## src/rtl/sd_pkg.sv

```systemverilog
// Shared SD definitions: CRC7 polynomial, response lengths, NCR timeout, receiver states.
// Latency: n/a (constants only). Backpressure: n/a.
package sd_pkg;

    localparam logic [6:0] CRC7_POLY   = 7'h09;  // x^7 + x^3 + 1
    localparam int         RESP_SHORT  = 48;
    localparam int         RESP_LONG   = 136;
    localparam int         NCR_TIMEOUT = 64;

    typedef enum logic [1:0] {
        RX_IDLE       = 2'd0,
        RX_WAIT_START = 2'd1,
        RX_RECEIVE    = 2'd2,
        RX_DONE       = 2'd3
    } rx_state_e;

    localparam logic [1:0] ST_IDLE       = RX_IDLE;
    localparam logic [1:0] ST_WAIT_START = RX_WAIT_START;
    localparam logic [1:0] ST_RECEIVE    = RX_RECEIVE;
    localparam logic [1:0] ST_DONE       = RX_DONE;

endpackage

```

## src/rtl/sd_resp_rx_if.sv

```systemverilog
// Control/result bundle between the SD controller FSM (master) and the response receiver (slave).
// Latency: n/a (wires only). Backpressure: none, istrobe paces the receiver.
interface sd_resp_rx_if;
    logic         istrobe;
    logic         icmd;
    logic         istart;
    logic         ilong;
    logic         inocrc;
    logic         obusy;
    logic         odone;
    logic [5:0]   oindex;
    logic [127:0] oresp;
    logic         ocrc_err;
    logic         oframe_err;
    logic         otimeout;

    modport slave (
        input  istrobe, icmd, istart, ilong, inocrc,
        output obusy, odone, oindex, oresp, ocrc_err, oframe_err, otimeout
    );

    modport master (
        output istrobe, icmd, istart, ilong, inocrc,
        input  obusy, odone, oindex, oresp, ocrc_err, oframe_err, otimeout
    );
endinterface

```

## src/rtl/sd_crc7.sv

```systemverilog
// Serial CRC7 (x^7+x^3+1), zero seed; shared by the command transmitter and response receiver.
// Latency: 1 cycle per enabled bit. Backpressure: none, en gates each bit.
module sd_crc7
    import sd_pkg::*;
(
    input  logic       clk,
    input  logic       rst,
    input  logic       clr,
    input  logic       en,
    input  logic       din,
    output logic [6:0] crc
);

    logic [6:0] crc_q, crc_d;
    logic       fb;

    always_comb begin
        fb    = din ^ crc_q[6];
        crc_d = crc_q;
        if (clr) begin
            crc_d = '0;
        end else if (en) begin
            crc_d = {crc_q[5:0], 1'b0} ^ (fb ? CRC7_POLY : 7'h00);
        end
    end

    always_ff @(posedge clk) begin
        if (rst) crc_q <= '0;
        else     crc_q <= crc_d;
    end

    assign crc = crc_q;

endmodule

```

## src/rtl/sd_resp_rx.sv

```systemverilog
// SD CMD-line response receiver: 48/136-bit frames with CRC7, framing and NCR timeout checks.
// Latency: odone 2 iclk after the end-bit (or timeout) strobe. Backpressure: none, istrobe paces input.
module sd_resp_rx
    import sd_pkg::*;
#(
    parameter int TIMEOUT = NCR_TIMEOUT
) (
    input  logic        iclk,
    input  logic        irst,
    sd_resp_rx_if.slave rx
);

    logic [1:0]   state_q, state_d;
    logic         long_q, long_d;
    logic         nocrc_q, nocrc_d;
    logic [15:0]  strobe_cnt_q, strobe_cnt_d;
    logic [7:0]   bit_cnt_q, bit_cnt_d;
    logic [7:0]   bit_cnt_next;
    logic [135:0] sreg_q, sreg_d;
    logic         busy_q, busy_d;
    logic         done_q, done_d;
    logic [5:0]   index_q, index_d;
    logic [127:0] resp_q, resp_d;
    logic         crc_err_q, crc_err_d;
    logic         frame_err_q, frame_err_d;
    logic         timeout_q, timeout_d;

    logic         crc_clr, crc_en;
    logic [6:0]   crc_val;
    logic         unused_start_bit;

    // The start bit lands in sreg[135] of a long frame and is never read back.
    assign unused_start_bit = sreg_q[135];

    sd_crc7 u_crc7 (
        .clk (iclk),
        .rst (irst),
        .clr (crc_clr),
        .en  (crc_en),
        .din (rx.icmd),
        .crc (crc_val)
    );

    always_comb begin
        state_d      = state_q;
        long_d       = long_q;
        nocrc_d      = nocrc_q;
        strobe_cnt_d = strobe_cnt_q;
        bit_cnt_d    = bit_cnt_q;
        bit_cnt_next = bit_cnt_q + 8'd1;
        sreg_d       = sreg_q;
        busy_d       = busy_q;
        done_d       = 1'b0;
        index_d      = index_q;
        resp_d       = resp_q;
        crc_err_d    = crc_err_q;
        frame_err_d  = frame_err_q;
        timeout_d    = timeout_q;
        crc_clr      = 1'b0;
        crc_en       = 1'b0;

        if (done_q) busy_d = 1'b0;

        case (state_q)
            ST_IDLE: begin
                if (rx.istart) begin
                    long_d       = rx.ilong;
                    nocrc_d      = rx.inocrc;
                    strobe_cnt_d = '0;
                    crc_err_d    = 1'b0;
                    frame_err_d  = 1'b0;
                    timeout_d    = 1'b0;
                    busy_d       = 1'b1;
                    state_d      = ST_WAIT_START;
                end
            end
            ST_WAIT_START: begin
                if (rx.istrobe) begin
                    if (!rx.icmd) begin
                        // A zero start bit leaves a zero-seeded CRC unchanged, so clearing covers it.
                        crc_clr   = 1'b1;
                        bit_cnt_d = 8'd1;
                        sreg_d    = {sreg_q[134:0], 1'b0};
                        state_d   = ST_RECEIVE;
                    end else begin
                        strobe_cnt_d = strobe_cnt_q + 16'd1;
                        if (strobe_cnt_q + 16'd1 == 16'(TIMEOUT)) begin
                            timeout_d = 1'b1;
                            state_d   = ST_DONE;
                        end
                    end
                end
            end
            ST_RECEIVE: begin
                if (rx.istrobe) begin
                    sreg_d    = {sreg_q[134:0], rx.icmd};
                    bit_cnt_d = bit_cnt_next;
                    if (bit_cnt_next == 8'd2 && rx.icmd) frame_err_d = 1'b1;
                    // Long frames cover bits 127..8 only; short frames cover 47..8.
                    if (long_q) crc_en = (bit_cnt_next >= 8'd9) && (bit_cnt_next <= 8'd128);
                    else        crc_en = (bit_cnt_next >= 8'd2) && (bit_cnt_next <= 8'd40);
                    if (bit_cnt_next == (long_q ? 8'(RESP_LONG) : 8'(RESP_SHORT)))
                        state_d = ST_DONE;
                end
            end
            ST_DONE: begin
                done_d  = 1'b1;
                state_d = ST_IDLE;
                if (!timeout_q) begin
                    if (!sreg_q[0]) frame_err_d = 1'b1;
                    if (!nocrc_q && (crc_val != sreg_q[7:1])) crc_err_d = 1'b1;
                    if (long_q) begin
                        index_d = sreg_q[133:128];
                        resp_d  = {sreg_q[127:1], 1'b0};
                    end else begin
                        index_d = sreg_q[45:40];
                        resp_d  = {96'd0, sreg_q[39:8]};
                    end
                end
            end
            default: state_d = ST_IDLE;
        endcase
    end

    always_ff @(posedge iclk) begin
        if (irst) begin
            state_q      <= ST_IDLE;
            long_q       <= 1'b0;
            nocrc_q      <= 1'b0;
            strobe_cnt_q <= '0;
            bit_cnt_q    <= '0;
            sreg_q       <= '0;
            busy_q       <= 1'b0;
            done_q       <= 1'b0;
            index_q      <= '0;
            resp_q       <= '0;
            crc_err_q    <= 1'b0;
            frame_err_q  <= 1'b0;
            timeout_q    <= 1'b0;
        end else begin
            state_q      <= state_d;
            long_q       <= long_d;
            nocrc_q      <= nocrc_d;
            strobe_cnt_q <= strobe_cnt_d;
            bit_cnt_q    <= bit_cnt_d;
            sreg_q       <= sreg_d;
            busy_q       <= busy_d;
            done_q       <= done_d;
            index_q      <= index_d;
            resp_q       <= resp_d;
            crc_err_q    <= crc_err_d;
            frame_err_q  <= frame_err_d;
            timeout_q    <= timeout_d;
        end
    end

    assign rx.obusy      = busy_q;
    assign rx.odone      = done_q;
    assign rx.oindex     = index_q;
    assign rx.oresp      = resp_q;
    assign rx.ocrc_err   = crc_err_q;
    assign rx.oframe_err = frame_err_q;
    assign rx.otimeout   = timeout_q;

endmodule

```

## src/flat_wrapper.sv

```systemverilog
// flat-port wrapper written by rule: the top's interface ports become plain ports
module sd_resp_rx_flat import sd_pkg::*;
#(
    parameter int TIMEOUT = NCR_TIMEOUT
)
  (iclk, irst, rx_istrobe, rx_icmd, rx_istart, rx_ilong, rx_inocrc, rx_obusy, rx_odone, rx_oindex, rx_oresp, rx_ocrc_err, rx_oframe_err, rx_otimeout);
  sd_resp_rx_if rx_i ();
  input  logic iclk;
  input  logic irst;
  input wire logic [$bits(rx_i.istrobe)-1:0] rx_istrobe;
  input wire logic [$bits(rx_i.icmd)-1:0] rx_icmd;
  input wire logic [$bits(rx_i.istart)-1:0] rx_istart;
  input wire logic [$bits(rx_i.ilong)-1:0] rx_ilong;
  input wire logic [$bits(rx_i.inocrc)-1:0] rx_inocrc;
  output wire logic [$bits(rx_i.obusy)-1:0] rx_obusy;
  output wire logic [$bits(rx_i.odone)-1:0] rx_odone;
  output wire logic [$bits(rx_i.oindex)-1:0] rx_oindex;
  output wire logic [$bits(rx_i.oresp)-1:0] rx_oresp;
  output wire logic [$bits(rx_i.ocrc_err)-1:0] rx_ocrc_err;
  output wire logic [$bits(rx_i.oframe_err)-1:0] rx_oframe_err;
  output wire logic [$bits(rx_i.otimeout)-1:0] rx_otimeout;
  assign rx_i.istrobe = rx_istrobe;
  assign rx_i.icmd = rx_icmd;
  assign rx_i.istart = rx_istart;
  assign rx_i.ilong = rx_ilong;
  assign rx_i.inocrc = rx_inocrc;
  assign rx_obusy = rx_i.obusy;
  assign rx_odone = rx_i.odone;
  assign rx_oindex = rx_i.oindex;
  assign rx_oresp = rx_i.oresp;
  assign rx_ocrc_err = rx_i.ocrc_err;
  assign rx_oframe_err = rx_i.oframe_err;
  assign rx_otimeout = rx_i.otimeout;
  sd_resp_rx #(.TIMEOUT(TIMEOUT)) u_core (.iclk(iclk), .irst(irst), .rx(rx_i));
endmodule
```

## config.mk

```make
export PLATFORM = sky130hd
export DESIGN_NAME = sd_resp_rx_flat
export DESIGN_NICKNAME = d
export VERILOG_FILES = /design/src/rtl/sd_pkg.sv /design/src/rtl/sd_resp_rx_if.sv /design/src/rtl/sd_crc7.sv /design/src/rtl/sd_resp_rx.sv /design/src/flat_wrapper.sv
export SDC_FILE = /design/constraint.sdc
export NUM_CORES = 1
export LEC_CHECK = 0
export ABC_CLOCK_PERIOD_IN_PS = 3400
export CAP_MARGIN = 40
export CELL_PAD_IN_SITES_DETAIL_PLACEMENT = 2
export CELL_PAD_IN_SITES_GLOBAL_PLACEMENT = 2
export CORE_UTILIZATION = 33
export CTS_BUF_LIST = sky130_fd_sc_hd__clkbuf_16
export DETAILED_ROUTE_END_ITERATION = 10
export PLACE_DENSITY_LB_ADDON = 0.1
export SLEW_MARGIN = 25
export SYNTH_ARGS = -nofsm -noshare
export SYNTH_HDL_FRONTEND = slang
export SYNTH_HIERARCHICAL = 1
export SYNTH_SLANG_ARGS = --single-unit
```

## constraint.sdc

```tcl
create_clock -name iclk -period 3.4 [get_ports iclk]
set_input_delay 0.85 -clock iclk [delete_from_list [all_inputs] [get_ports iclk]]
set_output_delay 0.85 -clock iclk [all_outputs]
set_load 0.05 [all_outputs]
```

==> reports/qor.txt, run 1 <==
CLOCKING
------------------------------------------------------------------------------------
Deepest level of the CTS H-tree                                                    2
Skew-Pair Late Insertion Delay                                               0.52 ns
Cell at the root of the clock tree                                         clkbuf_16
Number of resized instances in the post-cts repair step                            0
Clock sink total                                                                 308
TritonCTS clock tree                                                             yes
Cts bufs inserted                                                                 37
Hold-fix buffer count after cts                                                    0
Post CTS Setup Buffer Count                                                        0
Clock tree buffer depth                                                            3
Clock Pin Slew Worst Setup and Hold Paths                                    0.06 ns

WORST SETUP PATH
------------------------------------------------------------------------------------
Instance count on the critical path                                                8
Type of the setup path with the least slack                             flip-flop to flip-flop
Count of buffer and inverter cells on the critical path                            0
Cell depth of the worst flop-to-flop path                                          8
Critical Path End Type                                                     flip-flop
CP max FO                                                                         11
Sort of element at the start of the critical path                          flip-flop
Cell at the slowest stage of the critical path                               dfxtp_1
Delay of the slowest cell on the worst path                                  0.55 ns
Arrival @ worst endpoint                                                     3.32 ns
Series of cell instances along the critical path                        nand3_1, o31a_1, or2_1, nand2b_1, or4_1, a21oi_1, or4b_1, nand3_1
Worst path most repeated cell                                                nand3_1
Worst EP required                                                            3.86 ns
Kind of cell with the highest combined delay on the critical path       simple AND/OR/NAND/NOR gates

SYNTH
------------------------------------------------------------------------------------
Flip-flop and latch count after synthesis                                        308
Netlist area before placement                                            12,100 um^2
Count of distinct cell types in the synthesized netlist                           54
Post-synthesis async set-or-reset flop share                                      0%
Synthesized instance count                                                     1,512
Cell taking the most area after synthesis                                    dfxtp_1
Main flop type after synthesis                                               dfxtp_1
Number of synthesis warnings                                                       6
Sequential share of the synthesized area                                       50.8%
EDFF count, synth                                                                  0
Total nets after synthesis                                                     1,527
Average cell area after synthesis                                          8.04 um^2
Area fraction of the dominant cell type after synthesis                        50.8%
Top area cells in the synthesized netlist                               dfxtp_1, nand2_1, a21oi_1, nand3_1, mux2i_1

STATUS
------------------------------------------------------------------------------------
Run status                                                              complete, no violations

TIMING
------------------------------------------------------------------------------------
Headroom to the max-slew limit                                                 50.7%
Tcrit/Tclk final                                                               84.2%
Setup violations, final                                                            0
Slew Limit Fails                                                                   0
Total Neg Setup Slack                                                           0 ns
Final hold violation count                                                         0
Worst-Margin Slew                                                           0.739 ns
Setup repair after global routing missed its margin                            false
Setup slack of the critical path after layout                               0.538 ns
Clk_skew                                                                  0.00729 ns
Fmax                                                                         349 MHz
Final critical-path required period                                          2.86 ns

GLOBAL ROUTE
------------------------------------------------------------------------------------
Via count of the first global-routing pass                                    11,900
Maximum number of pins on one net before global-route repair                     108
Antenna violations before repair                                                   0
Total routing resource utilization after global routing                        19.9%
GR Overflow Total                                                                  0
Wire length of the first global-routing pass                               62,100 um

FINAL LAYOUT
------------------------------------------------------------------------------------
Total non-filler cell area in the finished layout                        15,100 um^2
Fill cell instance count of the final layout                                   4,041
Total area of sequential cells                                             6170 um^2
Layout cells sized above 1                                                     5.80%
Commonest non-fill, non-tap cells in the layout                         nand2_1, dfxtp_1, a21oi_1
Area of the multi-input gates                                              5430 um^2
Number of inserted diodes                                                          0
Layout-stage area growth over the synthesis result                             24.4%
Final net count                                                                1,607
Commonest non-fill, non-tap cell in the layout                               nand2_1

FLOORPLANNING
------------------------------------------------------------------------------------
Std cell rows                                                                     69
Die outline width                                                             194 um
Number of top-level pins                                                         146
Die height                                                                    194 um
Effective utilization at floorplan                                             33.8%
Die area                                                                 37,600 um^2
Standard cell core area                                                  35,900 um^2

DRT
------------------------------------------------------------------------------------
First drt pass iteration count                                                     4
Final ANT Viol Nets                                                                0
Via count                                                                     11,000
Routed WL per cell                                                           17.8 um
Detailed router's first-iteration violation count                                344
Vias per inst                                                                   5.27
Final routed wirelength across all metal layers                            37,100 um
Drt drc                                                                            0

PWR
------------------------------------------------------------------------------------
Worst supply voltage drop on vdd                                              364 uV
Power density of the placed cells                                        613 nW/um^2
Total power                                                                0.00926 W
Static power due to leakage                                                  4.79 nW

PLACE
------------------------------------------------------------------------------------
Weighted congestion at the end of routability-driven global placement          0.806
Post-place setup slack                                                      0.425 ns
Placed wire-length estimate after detailed placement                       23,100 um
Post-detailed-placement cell area                                        14,000 um^2
Buffers added on ports                                                           145

WORST HOLD PATH
------------------------------------------------------------------------------------
Worst hold-check path type                                              flip-flop to flip-flop
Instance count along the most critical hold path                                   2

RUN
------------------------------------------------------------------------------------
Max Cap Viol                                                                       0

-- synthesized netlist by cell type (2+ instances only) --
cell,number
a21oi_1,261
xor2_1,7
o211a_1,2
nand4_1,10
ha_1,8
buf_1,12
a41oi_1,2
nand2b_1,12
a211oi_1,41
nand3b_1,2
dfxtp_1,308
a31oi_1,7
o21ai_0,19
or3_1,3
a311oi_1,3
mux2i_1,44
nor2b_1,2
buf_6,6
nor2_1,79
or2_1,2
nand3_1,114
nor4_1,9
inv_1,12
nor4_2,2
nand2_1,386
buf_4,4
or2_2,2
a22oi_1,4
buf_2,3
nor3_1,12
clkbuf_1,100
xnor2_1,11
or4_1,2
-- sequential cells by signal, indices dropped and copies added, names as in the netlist --
register	flops
u_core/strobe_cnt_q	16
u_core/bit_cnt_q	8
u_core/rx.obusy	1
u_core/u_crc7/crc	7
u_core/sreg_q	134
u_core/rx.oframe_err	1
u_core/rx.oindex	6
u_core/rx.ocrc_err	1
u_core/rx.otimeout	1
u_core/nocrc_q	1
u_core/rx.oresp	128
u_core/rx.odone	1
u_core/long_q	1
u_core/state_q	2
-- where the power goes --
| part | leakage (nW) | total [W] | internal, W | switching (W) |
|---|---|---|---|---|
| Clock | 0.603 | 0.00374 | 0.00218 | 0.00156 |
| Combinational | 1.70 | 0.00171 | 0.000470 | 0.00124 |
| Sequential | 2.48 | 0.00380 | 0.00370 | 0.000102 |
| Total | 4.79 | 0.00926 | 0.00635 | 0.00291 |
-- metrics by stage --
| stage | util, % | hold slack, ns | std cells |
|---|---|---|---|
| after floorplan | - | 0.431 | 1512 |
| after global placement | 38.9 | 0.438 | 2014 |
| after detailed placement | 38.9 | 0.449 | 2014 |
| after CTS | 42.1 | 0.459 | 2081 |
| after global routing | 42.1 | 0.472 | 2081 |
| final | 42.1 | 0.453 | 2081 |
-- worst register-to-register path, delay by kind of cell, from the launching register on --
family,cells,cell delay [ns]
simple gates,6,1.71
flops,1,0.55
compound gates,2,0.54
-- routing by layer --
metal / wire length (um) / global-route usage, % / part of all wire, % / vias to the layer above
met4: 831 / 5.47 / 2.2 / 0
met3: 1260 / 3.69 / 3.4 / 51
met2: 18600 / 36.2 / 50 / 130
li1: - / - / - / 5298
met5: 0 / 0 / 0 / -
met1: 16400 / 23.8 / 44 / 5482
-- cell families after synthesis --
family | count (synthesis) | share of synthesized area (%)
multiplexers | 45 | 3.72
AO/OA/AOI/OAI | 347 | 15.8
buffers and inverters | 138 | 4.80
flip-flops | 308 | 50.8
adder cells (fa/ha/maj) | 8 | 0.824
AND/OR/NAND/NOR | 648 | 22.8
XOR/XNOR | 18 | 1.30
-- path summary, 6_finish.rpt --
| path | slack, ns | end | start |
|---|---|---|---|
| max | 0.54 | u_core/u_crc7/crc[3] | u_core/bit_cnt_q[2] |
| min | 0.45 | u_core/rx.oresp[78] | u_core/rx.oresp[78] |
| max reg2reg | 0.54 | u_core/u_crc7/crc[3] | u_core/bit_cnt_q[2] |
| min reg2reg | 0.45 | u_core/rx.oresp[78] | u_core/rx.oresp[78] |
-- layout make-up --
class | instances | share of cell area (%)
flip-flops and latches | 308 | 40.8
multi-input cells | 1066 | 35.9
repair buffers | 167 | 11.6
clock buffers | 38 | 6.29
well taps | 461 | 3.82
clock inverters | 29 | 1.28
inverters | 12 | 0.298
No activity file was read; power rests on OpenSTA's default activity.
==> run 2: changes to the inputs <==
Settings changed: ABC_CLOCK_PERIOD_IN_PS 3400 to 2500, CORE_UTILIZATION 33 to 30.
Clock period 3.4 ns to 2.5 ns, I/O delays scaled along.
==> run 2 against run 1 <==
  * Utilization down 2.2 points
  * Worst hold slack worse by 0.0027 ns
  * Fmax up 15%
  * Worst setup slack worse by 0.54 ns
  * Largest power group unchanged
  * Critical path type unchanged
  * First-iteration DRC count up 33%
==> reports/qor.txt, run 2 (synthesized netlist as in run 1, its figures left out) <==
TIMING
------------------------------------------------------------------------------------
Worst-Margin Slew                                                           0.787 ns   +0.0483 ns
Slew Limit Fails                                                                   0   unchanged
Headroom to the max-slew limit                                                 47.5%   -3.2 points
Tcrit/Tclk final                                                               99.9%   +16 points
Clk_skew                                                                   0.0170 ns   +0.00968 ns
Final hold violation count                                                         0   unchanged
Fmax                                                                         400 MHz   +15%
Setup violations, final                                                            0   unchanged
Min Hold Slack                                                              0.450 ns   -0.00266 ns
Final critical-path required period                                          2.50 ns   -0.365 ns
Setup repair after global routing missed its margin                             true

GLOBAL ROUTE
------------------------------------------------------------------------------------
GR Overflow Total                                                                  0   unchanged
Maximum number of pins on one net before global-route repair                      98   -9.3%
Antenna violations before repair                                                   0   unchanged
Total routing resource utilization after global routing                        18.9%   -0.97 points
Via count of the first global-routing pass                                    11,800   -1.1%
Wire length of the first global-routing pass                               63,000 um   +1.4%

FINAL LAYOUT
------------------------------------------------------------------------------------
Largest register FFs                                                             134   unchanged
Total non-filler cell area in the finished layout                        15,900 um^2   +5.0%
Number of inserted diodes                                                          0   unchanged
Commonest non-fill, non-tap cell in the layout                               nand2_1
Layout-stage area growth over the synthesis result                             30.7%
Fill cell instance count of the final layout                                   4,478   +11%
Layout cells sized above 1                                                     10.6%   +4.8 points
Final net count                                                                1,669   +3.9%
Register bank with the most flops                                       u_core/sreg_q
Commonest non-fill, non-tap cells in the layout                         nand2_1, dfxtp_1, a21oi_1

DRT
------------------------------------------------------------------------------------
Routed WL per cell                                                           17.7 um   -0.56%
First drt pass iteration count                                                     4   unchanged
Final routed wirelength across all metal layers                            39,100 um   +5.4%
Detailed router's first-iteration violation count                                456   +33%
Vias per inst                                                                   5.04   -4.3%
Final ANT Viol Nets                                                                0   unchanged
Via count                                                                     11,100   +1.4%
Drt drc                                                                            0   unchanged

PLACE
------------------------------------------------------------------------------------
Weighted congestion at the end of routability-driven global placement          0.814   +1.0%
Placed wire-length estimate after detailed placement                       25,100 um   +8.6%
Buffers added on ports                                                           145   unchanged
Post-detailed-placement cell area                                        14,600 um^2   +4.2%

CLOCKING
------------------------------------------------------------------------------------
TritonCTS clock tree                                                             yes
Cell at the root of the clock tree                                         clkbuf_16
Clock Pin Slew Worst Setup and Hold Paths                                    0.06 ns   about the same
Hold-fix buffer count after cts                                                    0   unchanged
Deepest level of the CTS H-tree                                                    2   unchanged
Clock tree buffer depth                                                            3   unchanged
Cts bufs inserted                                                                 37   unchanged
Skew-Pair Late Insertion Delay                                               0.55 ns   +0.03 ns
Clock sink total                                                                 308   unchanged

FLOORPLANNING
------------------------------------------------------------------------------------
Die height                                                                    203 um   +4.8%
Effective utilization at floorplan                                             30.5%   -3.3 points
Std cell rows                                                                     73   +5.8%
Standard cell core area                                                  39,800 um^2   +11%
Number of top-level pins                                                         146   unchanged
Die outline width                                                             203 um   +4.8%
Die area                                                                 41,300 um^2   +9.9%

RUN
------------------------------------------------------------------------------------
Max Cap Viol                                                                       0   unchanged

PWR
------------------------------------------------------------------------------------
Static power due to leakage                                                  5.15 nW   +7.6%
Worst supply voltage drop on vdd                                              391 uV   +7.3%
Total power                                                                 0.0129 W   +39%
Power density of the placed cells                                        812 nW/um^2   +33%

WORST SETUP PATH
------------------------------------------------------------------------------------
Sort of element at the start of the critical path                          flip-flop
Arrival @ worst endpoint                                                     2.98 ns   -0.34 ns
Type of the setup path with the least slack                             flip-flop to flip-flop
Worst EP required                                                            2.98 ns   -0.88 ns
CP max FO                                                                          7   -4
Critical Path End Type                                                     flip-flop

STATUS
------------------------------------------------------------------------------------
Run status                                                              complete, no violations

WORST HOLD PATH
------------------------------------------------------------------------------------
Worst hold-check path type                                              flip-flop to flip-flop

run 2: cell count changes in the layout (fill, tap and decap cells not counted), sizes merged:
cell / before / now
clkinvlp: 1 / 2
buf: 23 / 85
inv: 20 / 21
clkinv: 18 / 14
run 2: area by class of cell:
class	instances	area [um^2]	share of cell area, %
clock inverter	27	179	1.13
sequential	308	6190	39.0
tap	525	657	4.14
clock buffer	38	951	5.99
inverter	12	45.0	0.284
multi-input combinational	1066	5610	35.3
timing repair buffer	229	2250	14.2
run 2: path summary, 6_finish.rpt:
path	to	start	slack (ns)	cells after the start
worst max-delay path	u_core/u_crc7/crc[3]	u_core/bit_cnt_q[0]	0.003	8
worst min-delay path	u_core/rx.oresp[101]	u_core/rx.oresp[101]	0.45	2
worst max register to register	u_core/u_crc7/crc[3]	u_core/bit_cnt_q[0]	0.003	8
worst min register to register	u_core/rx.oresp[101]	u_core/rx.oresp[101]	0.45	2
run 2: power by group:
part / internal [W] / total (W) / switching, W
logic: 0.000822 / 0.00264 / 0.00182
clock network: 0.00295 / 0.00510 / 0.00215
registers: 0.00503 / 0.00514 / 0.000109
run 2: layer usage:
metal	GRT usage, %	routed length, um	up-vias
met4	6.28	815	0
met1	24.1	18100	5509
li1	-	-	5412
met3	3.21	1340	49
met2	32.3	18800	145
met5	0	0	-
run 2: per-stage QoR:
stage / TNS, ns / worst slack [ns] / util, % / std cells
global placement: -0.0605 / -0.0329 / 36.6 / 2133
finish: 0 / 0.00257 / 39.9 / 2205
floorplan: -0.0299 / -0.0299 / - / 1512
global route: -0.458 / -0.109 / 39.9 / 2205
detailed placement: -0.898 / -0.133 / 36.6 / 2133
CTS: 0 / 0.00228 / 39.5 / 2198
run 2: worst max-delay path, stage by stage, from the launching register on:
cell and delay [ns]:
dfxtp_4 0.40, nand2_4 0.09, o31a_1 0.32, or2_1 0.23, nand2b_4 0.14, or4_4 0.51, a21oi_4 0.18, or4b_4 0.47
nand3_2 0.08
run 2: what timing repair did:
item	CTS	global route
buffers inserted	0	6
gates cloned	0	1
resized for setup	7	22
setup endpoints to repair	10	9
pin swaps	1	8
==> RTL change: new RTL, settings of run 1 <==
Make the reset (`irst` and `rst`) asynchronous in 2 clocked blocks.
--- a/src/rtl/sd_crc7.sv
+++ b/src/rtl/sd_crc7.sv
@@ -25,5 +25,5 @@
     end
 
-    always_ff @(posedge clk) begin
+    always_ff @(posedge clk or posedge rst) begin
         if (rst) crc_q <= '0;
         else     crc_q <= crc_d;
--- a/src/rtl/sd_resp_rx.sv
+++ b/src/rtl/sd_resp_rx.sv
@@ -123,5 +123,5 @@
     end
 
-    always_ff @(posedge iclk) begin
+    always_ff @(posedge iclk or posedge irst) begin
         if (irst) begin
             state_q      <= ST_IDLE;
Check against the original RTL: differs if irst is asserted again (counterexample within 4 cycles, from zero or initial values and one cycle with irst high); with irst held inactive, the same outputs for 4 cycles.
==> RTL change against run 1 <==
  * Worst setup slack worse by 0.11 ns
  * Synthesized area increased by 8.1%
  * Sequential cell count is the same
  * Critical endpoint is now u_core/u_crc7/crc[5]
  * Total power increased by 19%
  * Design area grew 8.4%
  * Combinational power up 83%
  * Highest routed layer unchanged
  * Maximum frequency is 3.8% lower
  * Routed wire length fell by 6.5%
  * Synthesized cell count shrank 21%
==> RTL change: results <==
critical_path:
  slowest_stage: "dfrtp_1"
  crit_arrival_ns: 3.39
  rr_endpoint: "u_core/u_crc7/crc[5]"
  rrSetupSlack_ns: 0.43
  slowest_delay_ns: 0.70
  rr_startpoint: "u_core/bit_cnt_q[3]"
  reg2regPathDepth: 9
yosys:
  muxShareOfSynthArea_pct: 15.0
  synthFlopType: "dfrtp_1"
  async_flop_share_pct: 100
  yosys-top-cells-count: "dfrtp_1, nand2_1, o21ai_0"
  syn-num-nets: 1211
  ys_seq_area_share_pct: 58.7
  synth_area_per_cell_um2: 11.0
  synth_cell_type_count: 63
  synth_adder_area_share_pct: 0.857
  synth_top_cells_by_area: "dfrtp_1, mux2_2, nand2_1, o21ai_0, mux2i_1"
layout:
  nFillCells: 4033
  finalNetCount: 1341
  drive_gt1_share_pct: 16.3
  final_cells: 1871
placed_design:
  dp_hpwl_um: 22400
  place_congestion: 0.786
  dp_cells: 1802
  place_area_um2: 15200
power:
  p_leak_nw: 7.33
  power.density_nw_per_um2: 674
global_routing:
  grt_max_degree: 95
  grt_use_met2_pct: 28.6
  track_usage_pct: 17.8
  grt_pass1_vias: 10500
  met3_usage_pct: 4.41
  grtUsageMet1_pct: 23.3
worst_hold_path:
  min-delay-start: "u_core/rx.oresp[3]"
  worstHoldEndpoint: "u_core/rx.oresp[3]"
detailed_routing:
  totalWireLength_um: 34700
  drtIter0Drc: 277
clock_network:
  clk_latency_ns: 0.54
  cts_inserted_buffers: 38
status:
  status: "finished clean"
timing:
  hold_ws_ns: 0.478
  fin_worst_skew_ns: 0.0165
## RTL change: cell count changes in the layout (fill, tap and decap cells not counted), sizes merged, moves of 38 or more
cell / delta
dfxtp: -308
dfrtp: +308
o21ai: +155
a21oi: -248
a211oi: -38
mux2: +135
nand2: -118
nor2: -53
nand3: -97
## RTL change: final cells by class
cell class                      instances  area share, %
Clock buffer                           38           5.81
Multi-Input combinational cell        792           30.8
Tap cell                              518           3.96
Sequential cell                       308           47.1
Timing Repair Buffer                  172           10.9
Inverter                               13          0.321
Clock inverter                         30           1.12
## RTL change: cell families (layout without fill, tap and decap cells)
logic type,count (synthesis),in the layout
AO/OA/AOI/OAI,228,228
XOR/XNOR,17,17
adder cells (fa/ha/maj),9,9
buffers and inverters,95,253
flip-flops,308,308
multiplexers,180,180
AND/OR/NAND/NOR,358,358
## RTL change: worst max path at each step
stage                                 to  slack (ns)  depth (start not counted)
CTS                 u_core/u_crc7/crc[5]        0.42                         10
finish              u_core/u_crc7/crc[5]        0.43                          9
global route        u_core/u_crc7/crc[2]        0.21                         10
floorplan            u_core/bit_cnt_q[0]       -1.45                          1
global placement       u_core/state_q[1]        0.47                          7
detailed placement     u_core/state_q[1]        0.31                          7
## RTL change: tightest hold or removal path, stage by stage (launching register included)
cell,delay (ns)
dfrtp_1,0.34
nand2_1,0.05
o21ai_0,0.06
## RTL change: report_power, final
part | switching, mW | total [mW] | internal (mW)
Sequential | 0.260 | 4.18 | 3.92
Combinational | 2.06 | 3.13 | 1.08
Clock | 1.57 | 3.74 | 2.17
Total | 3.88 | 11.0 | 7.16
## RTL change: per-layer routing
metal | up-vias | wire length (um)
li1 | 4359 | -
met5 | - | 0
met4 | 0 | 681
met1 | 4834 | 15800
met3 | 42 | 1680
met2 | 117 | 16600
